## src/rtl/cpu_fpu_int.sv

```systemverilog
// Multi-cycle binary32 to int32/uint32 converter (FCVT.W.S / FCVT.WU.S).
// Aligns the significand one bit per cycle, rounds per RISC-V mode, then range-checks.
module cpu_fpu_int (
  input  logic        i_clock,
  input  logic        i_reset,
  input  logic        i_request,
  input  logic [31:0] i_op1,
  input  logic        i_signed,
  input  logic [2:0]  i_rm,
  output logic        o_ready,
  output logic [31:0] o_result,
  output logic        o_invalid,
  output logic        o_inexact
);

  typedef enum logic [2:0] {
    S_IDLE  = 3'd0,
    S_SHIFT = 3'd1,
    S_ROUND = 3'd2,
    S_PACK  = 3'd3,
    S_DONE  = 3'd4
  } state_t;

  state_t             state_q, state_d;
  logic [63:0]        r_q, r_d;
  logic               sticky_q, sticky_d;
  logic signed [6:0]  exp_q, exp_d;
  logic               sign_q, sign_d;
  logic               sgn_op_q, sgn_op_d;
  logic [2:0]         rm_q, rm_d;
  logic               sat_q, sat_d;
  logic [32:0]        mag_q, mag_d;
  logic               nx_q, nx_d;
  logic               ready_q, ready_d;
  logic [31:0]        result_q, result_d;
  logic               invalid_q, invalid_d;
  logic               inexact_q, inexact_d;

  logic [7:0]         op_exp_s;
  logic [22:0]        op_frac_s;
  logic [23:0]        op_man_s;
  logic signed [8:0]  unb_s;
  logic [31:0]        q_s;
  logic               g_s;
  logic               st_s;
  logic               inc_s;
  logic               range_bad_s;
  logic               bad_s;
  logic [31:0]        sat_val_s;

  assign op_exp_s  = i_op1[30:23];
  assign op_frac_s = i_op1[22:0];
  assign op_man_s  = {(op_exp_s != 8'd0), op_frac_s};
  assign unb_s     = $signed({1'b0, op_exp_s}) - 9'sd127;

  assign q_s  = r_q[63:32];
  assign g_s  = r_q[31];
  assign st_s = (|r_q[30:0]) | sticky_q;

  // Rounding increment decision for the captured mode
  always_comb begin
    inc_s = 1'b0;
    case (rm_q)
      3'd1:    inc_s = 1'b0;
      3'd2:    inc_s = sign_q & (g_s | st_s);
      3'd3:    inc_s = ~sign_q & (g_s | st_s);
      3'd4:    inc_s = g_s;
      default: inc_s = g_s & (st_s | q_s[0]);
    endcase
  end

  // Range check of the rounded magnitude and the saturation value
  always_comb begin
    range_bad_s = 1'b0;
    if (sgn_op_q) begin
      if (sign_q) begin
        range_bad_s = (mag_q > 33'h0_8000_0000);
      end else begin
        range_bad_s = (mag_q > 33'h0_7FFF_FFFF);
      end
      sat_val_s = sign_q ? 32'h8000_0000 : 32'h7FFF_FFFF;
    end else begin
      if (sign_q) begin
        range_bad_s = (mag_q != 33'd0);
      end else begin
        range_bad_s = (mag_q > 33'h0_FFFF_FFFF);
      end
      sat_val_s = sign_q ? 32'h0000_0000 : 32'hFFFF_FFFF;
    end
    bad_s = sat_q | range_bad_s;
  end

  // Next-state and datapath update
  always_comb begin
    state_d   = state_q;
    r_d       = r_q;
    sticky_d  = sticky_q;
    exp_d     = exp_q;
    sign_d    = sign_q;
    sgn_op_d  = sgn_op_q;
    rm_d      = rm_q;
    sat_d     = sat_q;
    mag_d     = mag_q;
    nx_d      = nx_q;
    ready_d   = ready_q;
    result_d  = result_q;
    invalid_d = invalid_q;
    inexact_d = inexact_q;
    case (state_q)
      S_IDLE: begin
        ready_d = 1'b0;
        if (i_request) begin
          sgn_op_d = i_signed;
          rm_d     = i_rm;
          sign_d   = i_op1[31];
          sat_d    = 1'b0;
          sticky_d = 1'b0;
          nx_d     = 1'b0;
          mag_d    = 33'd0;
          r_d      = 64'd0;
          if (op_exp_s == 8'hFF || unb_s >= 9'sd32) begin
            // NaN saturates as if positive
            sat_d   = 1'b1;
            sign_d  = i_op1[31] & ~((op_exp_s == 8'hFF) && (op_frac_s != 23'd0));
            state_d = S_PACK;
          end else if (op_exp_s == 8'd0 && op_frac_s == 23'd0) begin
            state_d = S_PACK;
          end else if (unb_s <= -9'sd33) begin
            sticky_d = |op_man_s;
            state_d  = S_ROUND;
          end else begin
            r_d     = {31'd0, op_man_s, 9'd0};
            exp_d   = unb_s[6:0];
            state_d = (unb_s == 9'sd0) ? S_ROUND : S_SHIFT;
          end
        end else begin
          state_d = S_IDLE;
        end
      end
      S_SHIFT: begin
        if (exp_q > 7'sd0) begin
          r_d   = r_q << 1;
          exp_d = exp_q - 7'sd1;
        end else begin
          r_d      = r_q >> 1;
          sticky_d = sticky_q | r_q[0];
          exp_d    = exp_q + 7'sd1;
        end
        if (exp_q == 7'sd1 || exp_q == -7'sd1) begin
          state_d = S_ROUND;
        end else begin
          state_d = S_SHIFT;
        end
      end
      S_ROUND: begin
        mag_d   = {1'b0, q_s} + {32'd0, inc_s};
        nx_d    = g_s | st_s;
        state_d = S_PACK;
      end
      S_PACK: begin
        invalid_d = bad_s;
        if (bad_s) begin
          result_d  = sat_val_s;
          inexact_d = 1'b0;
        end else begin
          result_d  = (sgn_op_q && sign_q) ? (32'd0 - mag_q[31:0]) : mag_q[31:0];
          inexact_d = nx_q;
        end
        ready_d = 1'b0;
        state_d = S_DONE;
      end
      S_DONE: begin
        // Present the result for at least one cycle, then wait for request low
        if (!ready_q) begin
          ready_d = 1'b1;
          state_d = S_DONE;
        end else if (!i_request) begin
          ready_d = 1'b0;
          state_d = S_IDLE;
        end else begin
          state_d = S_DONE;
        end
      end
      default: begin
        ready_d = 1'b0;
        state_d = S_IDLE;
      end
    endcase
  end

  // State and datapath registers
  always_ff @(posedge i_clock or negedge i_reset) begin
    if (!i_reset) begin
      state_q   <= S_IDLE;
      r_q       <= 64'd0;
      sticky_q  <= 1'b0;
      exp_q     <= 7'sd0;
      sign_q    <= 1'b0;
      sgn_op_q  <= 1'b0;
      rm_q      <= 3'd0;
      sat_q     <= 1'b0;
      mag_q     <= 33'd0;
      nx_q      <= 1'b0;
      ready_q   <= 1'b0;
      result_q  <= 32'd0;
      invalid_q <= 1'b0;
      inexact_q <= 1'b0;
    end else begin
      state_q   <= state_d;
      r_q       <= r_d;
      sticky_q  <= sticky_d;
      exp_q     <= exp_d;
      sign_q    <= sign_d;
      sgn_op_q  <= sgn_op_d;
      rm_q      <= rm_d;
      sat_q     <= sat_d;
      mag_q     <= mag_d;
      nx_q      <= nx_d;
      ready_q   <= ready_d;
      result_q  <= result_d;
      invalid_q <= invalid_d;
      inexact_q <= inexact_d;
    end
  end

  assign o_ready   = ready_q;
  assign o_result  = result_q;
  assign o_invalid = invalid_q;
  assign o_inexact = inexact_q;

endmodule

```

## config.mk

```make
export PLATFORM = sky130hd
export DESIGN_NAME = cpu_fpu_int
export DESIGN_NICKNAME = d
export VERILOG_FILES = /design/src/rtl/cpu_fpu_int.sv
export SDC_FILE = /design/constraint.sdc
export NUM_CORES = 1
export LEC_CHECK = 0
export BUFFER_PORTS_ARGS = -buffer_cell sky130_fd_sc_hd__buf_2
export CAP_MARGIN = 10
export CORE_MARGIN = 4
export CORE_UTILIZATION = 55
export DETAILED_ROUTE_END_ITERATION = 12
export GPL_ROUTABILITY_DRIVEN = 0
export HOLD_SLACK_MARGIN = 0.1
export PLACE_DENSITY_LB_ADDON = 0.12
export SLEW_MARGIN = 0
export SYNTH_ARGS = -nofsm -noshare
export SYNTH_HDL_FRONTEND = slang
export SYNTH_SLANG_ARGS = --single-unit
```

## constraint.sdc

```tcl
create_clock -name i_clock -period 2.6 [get_ports i_clock]
set_input_delay 0.65 -clock i_clock [delete_from_list [all_inputs] [get_ports i_clock]]
set_output_delay 0.65 -clock i_clock [all_outputs]
set_load 0.01 [all_outputs]
```

==> impl_metrics.json <==
{
  "drtAntennaViolNets": 0,
  "wirelength_mm": 20.9,
  "grt_first_pass_wirelength_mm": 35.1,
  "cellLeakagePower_uw": 0.00455,
  "maxCapViolCount": 0,
  "cp_num_buf_inv": 2,
  "finalSetupViolCount": 0,
  "clock.fmax_mhz": 392,
  "synth-seq-cells": 150,
  "firstDrtPassIters": 5,
  "cts-root-buf": "clkbuf_16",
  "fp.dieH_um": 133,
  "outcome": "completed",
  "pin_count": 74,
  "grt_setup_unrepaired": "true",
  "powerDensity_nw_per_um2": 1020,
  "layout-drive-gt1-share_pct": 19.8,
  "drc": 0,
  "fin_crit_ps": 2550,
  "clk_pin_slew_ps": 60,
  "avgRoutedWirePerCell_um": 16.3,
  "min_period_over_period_pct": 98.1,
  "grt-ovfl-total": 0,
  "cpPeakStageDelay_ps": 400,
  "ir_drop_v": 0.000653,
  "synthTopCellsByCount": "nand2_1, dfrtp_1, o21ai_0",
  "drt-initial-drc-count": 493,
  "cts_tree": "built",
  "avgViaCountPerCell": 5.92,
  "grtUsageTotal_pct": 23.7,
  "dpl.hpwl_mm": 14.4,
  "final-seq-area_um2": 3750,
  "grt_max_degree": 64,
  "nNetsFinal": 1113,
  "critPathKind": "flip-flop to flip-flop",
  "drv_slew": 0,
  "ys.flop_type": "dfrtp_1",
  "cts_max_path_buffers": 2,
  "initial_core_util_pct": 56.5,
  "yosys_warnings": 0,
  "cp_max_fo": 5,
  "critPathTopFamily": "simple AND/OR/NAND/NOR gates",
  "cts_max_level": 4,
  "vias": 7600,
  "synth.most_common_cell": "nand2_1",
  "die_area_um2": 17800,
  "syn_to_final_growth_pct": 18.9,
  "stdcell_count": 1284,
  "synth_top_area_share_pct": 43.4,
  "critPathRequiredTime_ps": 2900,
  "clock-sinks": 150,
  "netlist_area_um2": 8650,
  "synth_top_cell_by_area": "dfrtp_1",
  "fp.dieW_um": 133,
  "arrival_ps": 2850,
  "dpl.cell_count": 1248,
  "slowest_stage": "dfrtp_1",
  "row_count": 45,
  "synth_cell_types": 58,
  "slew_headroom_pct": 39.6,
  "multi_input_area_um2": 4660,
  "crit_path_cell_trace": "nor4_2 > nand2_1 > nor4_2 > buf_4 > a21oi_2 > o21a_1 > ha_4 > ha_4 > buf_4 > nand4_1 > nor3_1 > xnor2_1 > o21ai_0",
  "diodes": 0,
  "async_flop_share_pct": 100,
  "synth_edf_count": 0,
  "synth_area_leaders": "dfrtp_1, nand2_1, o21ai_0, mux2i_1, xnor2_1",
  "io_buffers": 73,
  "crit_path_start_kind": "flip-flop",
  "seq_area_frac_synth_pct": 43.4,
  "grt_pass1_vias": 7165,
  "worstHoldPathType": "input pin to asynchronous set/reset pin",
  "end_kind": "flip-flop",
  "syn_avg_cell_area_um2": 8.86,
  "fill_cells": 1287,
  "cts_hold_buf": 0,
  "core_um2": 15300,
  "hold_viol": 0,
  "worst_clock_skew_ps": 5.32,
  "synthesis.nets": 1029,
  "antenna_found_initial": 0,
  "tightest_slew_ps": 904,
  "syn-instance-count": 976,
  "cts-buffers-inserted": 17,
  "worstSkewPairLatency_ps": 420,
  "fin_tns_setup_ps": 0
}
-- layer usage --
layer,GRT usage [%],part of all wire (%)
met1,32.5,45
met2,38.7,48
met3,4.95,4.9
met4,6.17,1.4
met5,0,0
-- worst paths after layout --
check	endpoint	cells after the start	start	slack (ps)
hold / removal	o_result[7]$_DFFE_PN0N_	1	i_reset	120
min in group i_clock	rm_q[0]$_DFFE_PN0P_	2	i_rm[0]	460
hold reg to reg	o_inexact$_DFFE_PN0N_	2	o_inexact$_DFFE_PN0N_	480
setup reg to reg	mag_q[28]$_DFFE_PN0P_	13	r_q[21]$_DFFE_PN0P_	50
setup / recovery	mag_q[28]$_DFFE_PN0P_	13	r_q[21]$_DFFE_PN0P_	50
max in group asynchronous	r_q[7]$_DFFE_PN0P_	2	i_reset	1840
-- state kept, by name, indices dropped and copies added (netlist names) --
name,count
sgn_op_q,1
nx_q,1
mag_q,33
sticky_q,1
state_q,3
exp_q,7
sign_q,1
o_ready,1
o_result,32
sat_q,1
rm_q,3
r_q,64
o_inexact,1
o_invalid,1
-- where the power goes --
group	switching, µW	internal, µW
sequential	617	2930
combinational	2740	1840
clock	971	1390
total	4330	6160
-- layout make-up --
class | count | area share (%)
multi-input cells | 727 | 45.4
clock buffers | 20 | 4.54
inverters | 21 | 0.767
repair buffers | 143 | 9.25
flip-flops and latches | 150 | 36.5
well taps | 211 | 2.57
clock inverters | 12 | 0.998
-- logic make-up after synthesis --
kind of cell,synth area share (%)
AOI/OAI and AO/OA,18.1
xor gates and xnor gates,6.79
adders and majority gates,2.03
buffers and inverters,4.54
DFF,43.4
muxes,4.57
and+or+nand+nor,20.6
-- timing repair --
action                     in CTS  in global routing
gates cloned                    0                  0
resized for setup               9                 22
buffers inserted                2                  2
setup endpoints to repair      18                 42
hold endpoints to repair        0                  0
pin swaps                       6                 13
-- cells in the final DEF, fill, tap and decap left out, types with 4 or more instances in the layout --
cell        count
ha_1           12
nand4_1        39
buf_4          65
clkinvlp_4      4
clkinv_2        5
inv_1          20
dfrtp_1       150
or4_1           5
nor3_1         10
xnor2_1        36
nor4_2          9
o41ai_1         7
buf_12          4
o31ai_1        17
clkbuf_16      17
mux2i_1        35
xor2_1         31
o21ai_1         4
a31oi_1         7
nand2b_1        5
nand2_1       180
a22o_1          4
mux2_2          4
a21oi_1        32
nor4_1         16
o311ai_1       19
and3_1          4
and4_1          5
nand3_1        31
nor2_1         36
or3_1           7
o21ai_0        87
a221o_1        24
buf_2          72
o21a_1          7
-- per-stage QoR --
step           instance area (µm²)  util (%)  setup WS, ps  power [µW]  hold WS (ps)
2_1_floorplan                 8650         -          39.9        6530           354
3_3_place_gp                  9550      62.4         -61.3        7930           456
3_5_place_dp                  9550      62.4         -59.8        8000           466
4_1_cts                      10200      66.3          7.92       10400           132
5_1_grt                      10300      67.1          -149       11200           146
6_report                     10300      67.1          50.3       10500           124
Note: power is estimated with default switching activity, not from simulation.
